--- config.mk ---
export PLATFORM = sky130hd
export DESIGN_NAME = blackjack_table
export DESIGN_NICKNAME = d
export VERILOG_FILES = /design/src/rtl/blackjack_table.sv
export SDC_FILE = /design/constraint.sdc
export NUM_CORES = 1
export LEC_CHECK = 0
export CAP_MARGIN = 5
export CORE_UTILIZATION = 60
export DETAILED_ROUTE_END_ITERATION = 10
export PLACE_DENSITY = 0.94
export SLEW_MARGIN = 25
export SYNTH_ARGS = -nofsm -noshare
export SYNTH_HDL_FRONTEND = slang
export SYNTH_SLANG_ARGS = --single-unit
--- constraint.sdc ---
create_clock -name clk -period 7.55 [get_ports clk]
set_input_delay 2.265 -clock clk [delete_from_list [all_inputs] [get_ports clk]]
set_output_delay 2.265 -clock clk [all_outputs]
set_load 0.01 [all_outputs]
--- src/rtl/blackjack_table.sv ---
// Blackjack round controller: N_PLAYERS seats plus a dealer seat, cards fetched over request/ready,
// players choose hit/stand, the dealer draws to DEALER_STAND, then every player seat is scored.
module blackjack_table #(
  parameter int N_PLAYERS    = 2,
  parameter int TARGET       = 21,
  parameter int DEALER_STAND = 17,
  parameter int MAX_CARDS    = 5,
  parameter int HAND_W       = 6,
  parameter int SEAT_W       = 3
) (
  input  logic                            clk,
  input  logic                            rst,
  input  logic                            begin_s,
  input  logic [3:0]                      cval,
  input  logic                            ready,
  input  logic                            opt,
  input  logic                            opt_valid,
  output logic                            request,
  output logic [SEAT_W-1:0]               seat,
  output logic [(N_PLAYERS+1)*HAND_W-1:0] hands,
  output logic [2*N_PLAYERS-1:0]          results,
  output logic                            end_s,
  output logic                            card_err,
  output logic [3:0]                      debug_state
);
  localparam int NS = N_PLAYERS + 1;

  typedef enum logic [3:0] {
    S_IDLE    = 4'd0,
    S_CLEAR   = 4'd1,
    S_REQ     = 4'd2,
    S_WAIT    = 4'd3,
    S_ADD     = 4'd4,
    S_ADJUST  = 4'd5,
    S_ROUTE   = 4'd6,
    S_DECIDE  = 4'd7,
    S_RESOLVE = 4'd8,
    S_DONE    = 4'd9
  } state_t;

  typedef enum logic [1:0] {
    PH_DEAL   = 2'd0,
    PH_PLAY   = 2'd1,
    PH_DEALER = 2'd2
  } phase_t;

  state_t                 state_q, state_d;
  phase_t                 phase_q, phase_d;
  logic [SEAT_W-1:0]      seat_q, seat_d;
  logic                   rnd_q, rnd_d;
  logic [3:0]             card_q, card_d;
  logic [HAND_W-1:0]      hand_q [NS];
  logic [HAND_W-1:0]      hand_d [NS];
  logic [3:0]             nr_q   [NS];
  logic [3:0]             nr_d   [NS];
  logic [3:0]             soft_q [NS];
  logic [3:0]             soft_d [NS];
  logic [2*N_PLAYERS-1:0] res_q, res_d;
  logic                   err_q, err_d;
  logic                   req_q, req_d;
  logic                   end_q, end_d;

  logic [HAND_W-1:0]      cur_hand;
  logic [3:0]             cur_nr;
  logic [3:0]             cur_soft;
  logic [HAND_W-1:0]      add_val;
  logic                   card_ace;
  logic                   cval_ok;
  logic                   seat_done;
  phase_t                 adv_phase;
  logic [SEAT_W-1:0]      adv_seat;

  function automatic logic [1:0] judge(input logic [HAND_W-1:0] h, input logic [HAND_W-1:0] d);
    logic [1:0] r;
    if (h > HAND_W'(TARGET))      r = 2'b10;
    else if (d > HAND_W'(TARGET)) r = 2'b01;
    else if (h > d)               r = 2'b01;
    else if (h < d)               r = 2'b10;
    else                          r = 2'b11;
    return r;
  endfunction

  // Select the active seat's data and decode the captured card.
  always_comb begin
    cur_hand = '0;
    cur_nr   = '0;
    cur_soft = '0;
    for (int i = 0; i < NS; i++) begin
      cur_hand = (seat_q == SEAT_W'(i)) ? hand_q[i] : cur_hand;
      cur_nr   = (seat_q == SEAT_W'(i)) ? nr_q[i]   : cur_nr;
      cur_soft = (seat_q == SEAT_W'(i)) ? soft_q[i] : cur_soft;
    end
    cval_ok   = (cval != 4'd0) && (cval < 4'd12);
    card_ace  = (card_q == 4'd1) || (card_q == 4'd11);
    add_val   = card_ace ? HAND_W'(11) : HAND_W'(card_q);
    seat_done = (cur_hand >= HAND_W'(TARGET)) || (cur_nr == 4'(MAX_CARDS));
  end

  // Where play goes once the current player stands or is finished.
  always_comb begin
    if (seat_q == SEAT_W'(N_PLAYERS - 1)) begin
      adv_phase = PH_DEALER;
      adv_seat  = SEAT_W'(N_PLAYERS);
    end else begin
      adv_phase = PH_PLAY;
      adv_seat  = seat_q + 1'b1;
    end
  end

  // Round sequencing and seat datapath next-state.
  always_comb begin
    state_d = state_q;
    phase_d = phase_q;
    seat_d  = seat_q;
    rnd_d   = rnd_q;
    card_d  = card_q;
    hand_d  = hand_q;
    nr_d    = nr_q;
    soft_d  = soft_q;
    res_d   = res_q;
    err_d   = err_q;
    req_d   = req_q;
    case (state_q)
      S_IDLE, S_DONE: begin
        state_d = begin_s ? S_CLEAR : state_q;
      end
      S_CLEAR: begin
        hand_d  = '{default: '0};
        nr_d    = '{default: '0};
        soft_d  = '{default: '0};
        res_d   = '0;
        err_d   = 1'b0;
        seat_d  = '0;
        rnd_d   = 1'b0;
        phase_d = PH_DEAL;
        state_d = S_REQ;
      end
      S_REQ: begin
        req_d   = 1'b1;
        state_d = S_WAIT;
      end
      S_WAIT: begin
        if (ready) begin
          card_d  = cval;
          req_d   = 1'b0;
          err_d   = cval_ok ? err_q : 1'b1;
          state_d = cval_ok ? S_ADD : S_REQ;
        end else begin
          state_d = S_WAIT;
        end
      end
      S_ADD: begin
        for (int i = 0; i < NS; i++) begin
          if (seat_q == SEAT_W'(i)) begin
            hand_d[i] = hand_q[i] + add_val;
            soft_d[i] = card_ace ? soft_q[i] + 4'd1 : soft_q[i];
            nr_d[i]   = (nr_q[i] == 4'd15) ? nr_q[i] : nr_q[i] + 4'd1;
          end else begin
            hand_d[i] = hand_q[i];
          end
        end
        state_d = S_ADJUST;
      end
      S_ADJUST: begin
        // One soft ace is demoted from 11 to 1 per cycle while the hand is over the limit.
        if ((cur_hand > HAND_W'(TARGET)) && (cur_soft != 4'd0)) begin
          for (int i = 0; i < NS; i++) begin
            hand_d[i] = (seat_q == SEAT_W'(i)) ? hand_q[i] - HAND_W'(10) : hand_q[i];
            soft_d[i] = (seat_q == SEAT_W'(i)) ? soft_q[i] - 4'd1 : soft_q[i];
          end
          state_d = S_ADJUST;
        end else begin
          state_d = S_ROUTE;
        end
      end
      S_ROUTE: begin
        case (phase_q)
          PH_DEAL: begin
            if (seat_q == SEAT_W'(N_PLAYERS)) begin
              seat_d  = '0;
              rnd_d   = 1'b1;
              phase_d = rnd_q ? PH_PLAY : PH_DEAL;
              state_d = rnd_q ? S_ROUTE : S_REQ;
            end else begin
              seat_d  = seat_q + 1'b1;
              state_d = S_REQ;
            end
          end
          PH_PLAY: begin
            if (seat_done) begin
              phase_d = adv_phase;
              seat_d  = adv_seat;
              state_d = S_ROUTE;
            end else begin
              state_d = S_DECIDE;
            end
          end
          PH_DEALER: begin
            if ((cur_hand < HAND_W'(DEALER_STAND)) && (cur_nr < 4'(MAX_CARDS))) begin
              state_d = S_REQ;
            end else begin
              state_d = S_RESOLVE;
            end
          end
          default: state_d = S_IDLE;
        endcase
      end
      S_DECIDE: begin
        if (opt_valid && opt) begin
          phase_d = adv_phase;
          seat_d  = adv_seat;
          state_d = S_ROUTE;
        end else if (opt_valid) begin
          state_d = S_REQ;
        end else begin
          state_d = S_DECIDE;
        end
      end
      S_RESOLVE: begin
        for (int p = 0; p < N_PLAYERS; p++) begin
          res_d[2*p +: 2] = judge(hand_q[p], hand_q[N_PLAYERS]);
        end
        state_d = S_DONE;
      end
      default: state_d = S_IDLE;
    endcase
    end_d = (state_d == S_DONE);
  end

  // State and seat data registers.
  always_ff @(posedge clk or negedge rst) begin
    if (!rst) begin
      state_q <= S_IDLE;
      phase_q <= PH_DEAL;
      seat_q  <= '0;
      rnd_q   <= 1'b0;
      card_q  <= 4'd0;
      hand_q  <= '{default: '0};
      nr_q    <= '{default: '0};
      soft_q  <= '{default: '0};
      res_q   <= '0;
      err_q   <= 1'b0;
      req_q   <= 1'b0;
      end_q   <= 1'b0;
    end else begin
      state_q <= state_d;
      phase_q <= phase_d;
      seat_q  <= seat_d;
      rnd_q   <= rnd_d;
      card_q  <= card_d;
      hand_q  <= hand_d;
      nr_q    <= nr_d;
      soft_q  <= soft_d;
      res_q   <= res_d;
      err_q   <= err_d;
      req_q   <= req_d;
      end_q   <= end_d;
    end
  end

  // Pack seat totals onto the display bus.
  always_comb begin
    hands = '0;
    for (int i = 0; i < NS; i++) begin
      hands[i*HAND_W +: HAND_W] = hand_q[i];
    end
  end

  assign request     = req_q;
  assign seat        = seat_q;
  assign results     = res_q;
  assign end_s       = end_q;
  assign card_err    = err_q;
  assign debug_state = state_q;

endmodule

==> run summary, run 1 <==
Port Buf Inserts - 41
Detailed Route Iter0 Violations - 648
Worst setup endpoint - seat[2]
Cells after Synth - 574
Setup TNS - 0 ns
Startpoint types - flip-flop
RSZ-0062 raised after global routing - false
Vias in the first global route - 4784
Yosys warnings - 0
WP data arrival - 1.66 ns
Final Hold Violating Endpoints - 0
DIE HEIGHT - 94.3 um
Largest family of logic cells by synthesized area - compound AO/OA/AOI/OAI gates
GRT Total Usage - 0.352
Die area - 0.00889 mm^2
CP max stage cell - dfrtp_1
Worst hold path class - flip-flop to flip-flop
First drt pass iteration count - 6
Num rows - 33
Max Fclk - 0.255 GHz
Syn nets - 630
Setup bufs post-CTS - 0
Worst R2R Start - debug_state[2]
Crit end category - output pin
Post_cts resized - 0
Largest net degree at the start of global routing - 64
Synth Cell Area - 0.00511 mm^2
WL final - 14.9 mm
Core ar. - 0.00822 mm^2
Largest stage delay on the critical path - 0.66 ns
Vias per cell - 6.99
Ys flop type - dfrtp_1
Worst R2R Setup Slack - 3.99 ns
Slew HR - 0.422
Hold path startpoint - results[2]
# setup viols final - 0
Sink Count - 63
Root Driver - clkbuf_8
Worst path cell trace - clkdlybuf4s50_1
Post-DRT Antenna Nets - 0
Register area share after synthesis - 0.308
Finished Layout Cells - 715
Via Count - 4999
GP Congestion - 0.975
Final #Nets - 663
Routed len/inst - 20.8 um
Setup crit start - seat[2]
Slew Limit Fails - 0
CTS tree - built
Static Leak - 2.41 nW
DP Cell Count - 701
Commonest non-fill, non-tap cell in the layout - dfrtp_1
Worst-path clk slew - 0.08 ns
DP HPWL - 10.5 mm
Max clock buf depth - 2
XOR/XNOR Fraction of Synth Area - 0.0274
CP required - 5.29 ns
Gr ovfl total - 0
Worst skew pair latency - 0.36 ns
Outcome - completed
Synth Area in Simple Gates - 0.181
Synth Area in Compound Gates - 0.281
Family with the most delay on the worst path - flip-flops
Worst path bufs/invs - 1
R2R depth - 10
Syn_area_per_cell - 8.91 um^2
Most frequent cells in the layout - 63 x dfrtp_1, 52 x a21oi_1, 46 x nand2_1, 44 x inv_1
Adder-cell share of the synthesized area - 0.121
EDFF count, synth - 0
Least-Margin Pin Slew - 0.863 ns
Reg2Reg Capture Point - soft_q[3]
N_diodes - 0
Crit-path max FO - 15
Pwr/cell area - 364 mW/mm^2
Clock Skews - 0.0123 ns
Mux cell area share after synthesis - 0.0186
I/O pin cnt - 42
Layout cells sized above 1 - 0.100
#FFs+latches synth - 63
CTS Hold Buffers Added - 0
Synth-to-Final Area Change - 11.4%
Asr flop ratio synth - 1.00
Post-layout min period - 3.92 ns
Drc violations - 0
H-tree depth - 3
Number of cells on the critical path - 1
Fin crit share - 0.520
Finished Core Util - 0.693
Max_cap viols - 0
Total CTS buffers - 9
Starting Density - 0.622
Initial antenna violation count - 0
Setup CP Type - flip-flop to output pin
Yosys cell types - 78
First-pass GRT wire length - 23.9 mm
Maximum vdd ir drop - 0.204 mV
Die width - 94.3 um
-- worst min path at each step --
stage,end,slack [ns],depth (start not counted)
global route,request,0.54,1
finish,results[2],0.51,2
CTS,results[2],0.52,2
detailed placement,results[2],0.50,2
global placement,results[2],0.49,2
floorplan,rnd_q,0.49,1
-- layout make-up --
cell class                      count  area (um^2)
Fill cell                         632         2520
Timing Repair Buffer               46          443
Tap cell                          105          131
Sequential cell                    63         1580
Multi-Input combinational cell    441         3220
Clock inverter                      5         27.5
Clock buffer                        9          124
Inverter                           46          173
-- sequential cells by signal, indices dropped and copies added, names as in the netlist --
name         flops
seat             3
card_err         1
phase_q          2
soft_q          12
results          4
rnd_q            1
request          1
debug_state      4
hands           18
nr_q            12
card_q           4
end_s            1
-- power by group --
part	internal [mW]	leakage, nW	switching, mW
sequential	0.411	0.847	0.145
combinational	0.503	1.49	0.762
clock	0.113	0.0805	0.139
-- synth_stat cells, types with 7 or more instances --
library cell,count,area (um^2)
xnor2_1,7,61.3
nor3_1,9,45.0
o22ai_1,9,56.3
inv_1,44,165
nor2_1,27,101
o211ai_1,16,120
nand2_1,46,173
nand3b_1,11,82.6
clkbuf_1,10,37.5
nand3_1,16,80.1
a21o_1,11,82.6
ha_1,40,500
xor2_1,9,78.8
dfrtp_1,63,1580
a21oi_1,52,260
o21ai_0,35,175
nor2b_1,9,56.3
-- stage by stage --
stage	power (mW)	setup WS (ns)	instance area (um^2)	hold WS, ns
finish	2.07	3.63	5690	0.514
CTS	2.03	3.65	5690	0.516
floorplan	1.41	4.37	5110	0.491
detailed placement	1.77	3.73	5540	0.501
global placement	1.71	3.83	5540	0.492
global route	2.20	3.57	5690	0.536
-- cell families after synthesis --
logic type,after synthesis
compound gates,205
simple gates,165
buf+inv,70
flops,63
fa+ha+maj,46
xor+xnor,16
mux,9
-- per-layer routing --
layer  track usage  wire length, um
met3        0.0599             1280
met2         0.555             6990
met5             0                0
met1         0.460             5950
met4         0.195              688
Power figures use the tool's default switching activity.
==> inputs of run 2 (changes only) <==
Settings changed: CORE_UTILIZATION 60 to 59, PLACE_DENSITY 0.94 to 0.93.
Clock period 7.55 ns to 3.9 ns, I/O delays scaled along.
==> run summary, run 2 (same netlist as run 1, synthesis figures left out) <==
Die width - 95.1 um
Top layer in use - met4
Static Leak - 2.46 nW
Initial antenna violation count - 0
GP Congestion - 1.01
Setup TNS - 0 ns
R2R depth - 8
Clock Skews - 0.00753 ns
Drc violations - 0
Reg2Reg Capture Point - hands[7]
Crit end category - flip-flop
Setup bufs post-CTS - 0
Max_cap viols - 0
First-pass GRT wire length - 23.4 mm
DP HPWL - 10.0 mm
Crit-path max FO - 27
Final #Nets - 665
Worst-path clk slew - 0.08 ns
Finished Core Util - 0.699
Total CTS buffers - 9
WL final - 14.4 mm
Vias in the first global route - 4652
Num rows - 33
Vias per cell - 6.89
Largest net degree at the start of global routing - 37
Worst R2R Start - seat[1]
Slew Limit Fails - 0
CP required - 4.14 ns
Storage cell area - 0.00158 mm^2
CTS Hold Buffers Added - 0
DP Cell Count - 703
Outcome - completed
Fill cell count - 596
Met2 WL - 6.63 mm
Startpoint types - flip-flop
Worst R2R Setup Slack - 0.85 ns
Slew HR - 0.459
Worst hold path class - flip-flop to flip-flop
Placed inst area - 0.00556 mm^2
Maximum vdd ir drop - 0.452 mV
Worst skew pair latency - 0.35 ns
Hold path depth - 2
Starting Density - 0.616
RSZ-0062 raised after global routing - false
Port Buf Inserts - 41
Most frequent cells in the layout - 63 x dfrtp_1, 52 x a21oi_1, 46 x nand2_1, 44 x inv_1
Post_cts resized - 0
Commonest non-fill, non-tap cell in the layout - dfrtp_1
Post-DRT Antenna Nets - 0
Metal3 WL - 1.38 mm
Synth-to-Final Area Change - 13.4%
Fin crit share - 0.783
Post-layout min period - 3.05 ns
Die area - 0.00904 mm^2
Core ar. - 0.00830 mm^2
Hold path startpoint - results[2]
Largest register FFs - 18
Gr ovfl total - 0
Layout cells sized above 1 - 0.106
GRT Total Usage - 0.339
Multi-input gate area - 0.00322 mm^2
Final Hold Violating Endpoints - 0
Detailed Route Iter0 Violations - 662
Routed metal-1 wire length - 5.77 mm
Worst slack at placement - 0.951 ns
Finished Layout Cells - 719
Via Count - 4951
Least-Margin Pin Slew - 0.806 ns
Sink Count - 63
DIE HEIGHT - 95.1 um
Setup CP Type - flip-flop to flip-flop
Root Driver - clkbuf_8
H-tree depth - 3
Pwr/cell area - 725 mW/mm^2
CTS tree - built
# setup viols final - 0
N_diodes - 0
Max clock buf depth - 2
Setup WS post-layout - 0.847 ns
WP data arrival - 3.30 ns
First drt pass iteration count - 7
Hold EP - results[2]
I/O pin cnt - 42
Routed len/inst - 20.0 um
Max Fclk - 0.328 GHz
Design Area, Final - 0.00580 mm^2
## run 2: cell types whose count changed in the layout (fill, tap and decap cells not counted), sizes merged
| cell | delta |
|---|---|
| clkbuf | +3 |
| bufinv | +2 |
| buf | +2 |
| clkinv | -3 |
## run 2: metal layers
| metal | vias to the layer above | track usage |
|---|---|---|
| met5 | - | 0 |
| met4 | 0 | 0.162 |
| met3 | 75 | 0.0702 |
| met2 | 328 | 0.533 |
| met1 | 2350 | 0.444 |
| li1 | 2198 | - |
## run 2: worst max path at each step
stage	startpoint	end	slack, ns	cells after the start
after detailed placement	seat[1]	hands[13]	0.95	8
after global routing	seat[1]	seat[1]	0.60	8
after global placement	seat[1]	hands[7]	1.10	8
after floorplan	debug_state[0]	soft_q[3]	1.08	10
final	seat[1]	hands[7]	0.85	8
after CTS	seat[1]	soft_q[7]	0.93	8
## run 2: critical path, cell delays in order (launching register included)
cell and delay [ns]:
dfrtp_1 0.41, inv_1 0.10, ha_1 0.67, nand3b_1 0.22, a22oi_1 0.11, and3_1 0.33
o21ai_2 0.65, a21oi_1 0.21, o22a_1 0.24
## run 2: layout make-up
type / instances / area share
clock buffers: 12 / 0.0285
well taps: 105 / 0.0227
multi-input cells: 441 / 0.555
clock inverters: 4 / 0.0132
inverters: 46 / 0.0298
repair buffers: 48 / 0.0790
flip-flops and latches: 63 / 0.272
## run 2: where the power goes
| group | internal (mW) | total, mW | switching, mW |
|---|---|---|---|
| Sequential | 0.795 | 1.07 | 0.279 |
| Clock | 0.414 | 0.703 | 0.289 |
| Combinational | 0.984 | 2.43 | 1.44 |
## run 2: stage by stage
| step | hold WS, ns | power, mW |
|---|---|---|
| global placement | 0.486 | 3.30 |
| floorplan | 0.491 | 2.73 |
| CTS | 0.516 | 4.13 |
| detailed placement | 0.498 | 3.39 |
| global route | 0.538 | 4.47 |
| finish | 0.510 | 4.20 |
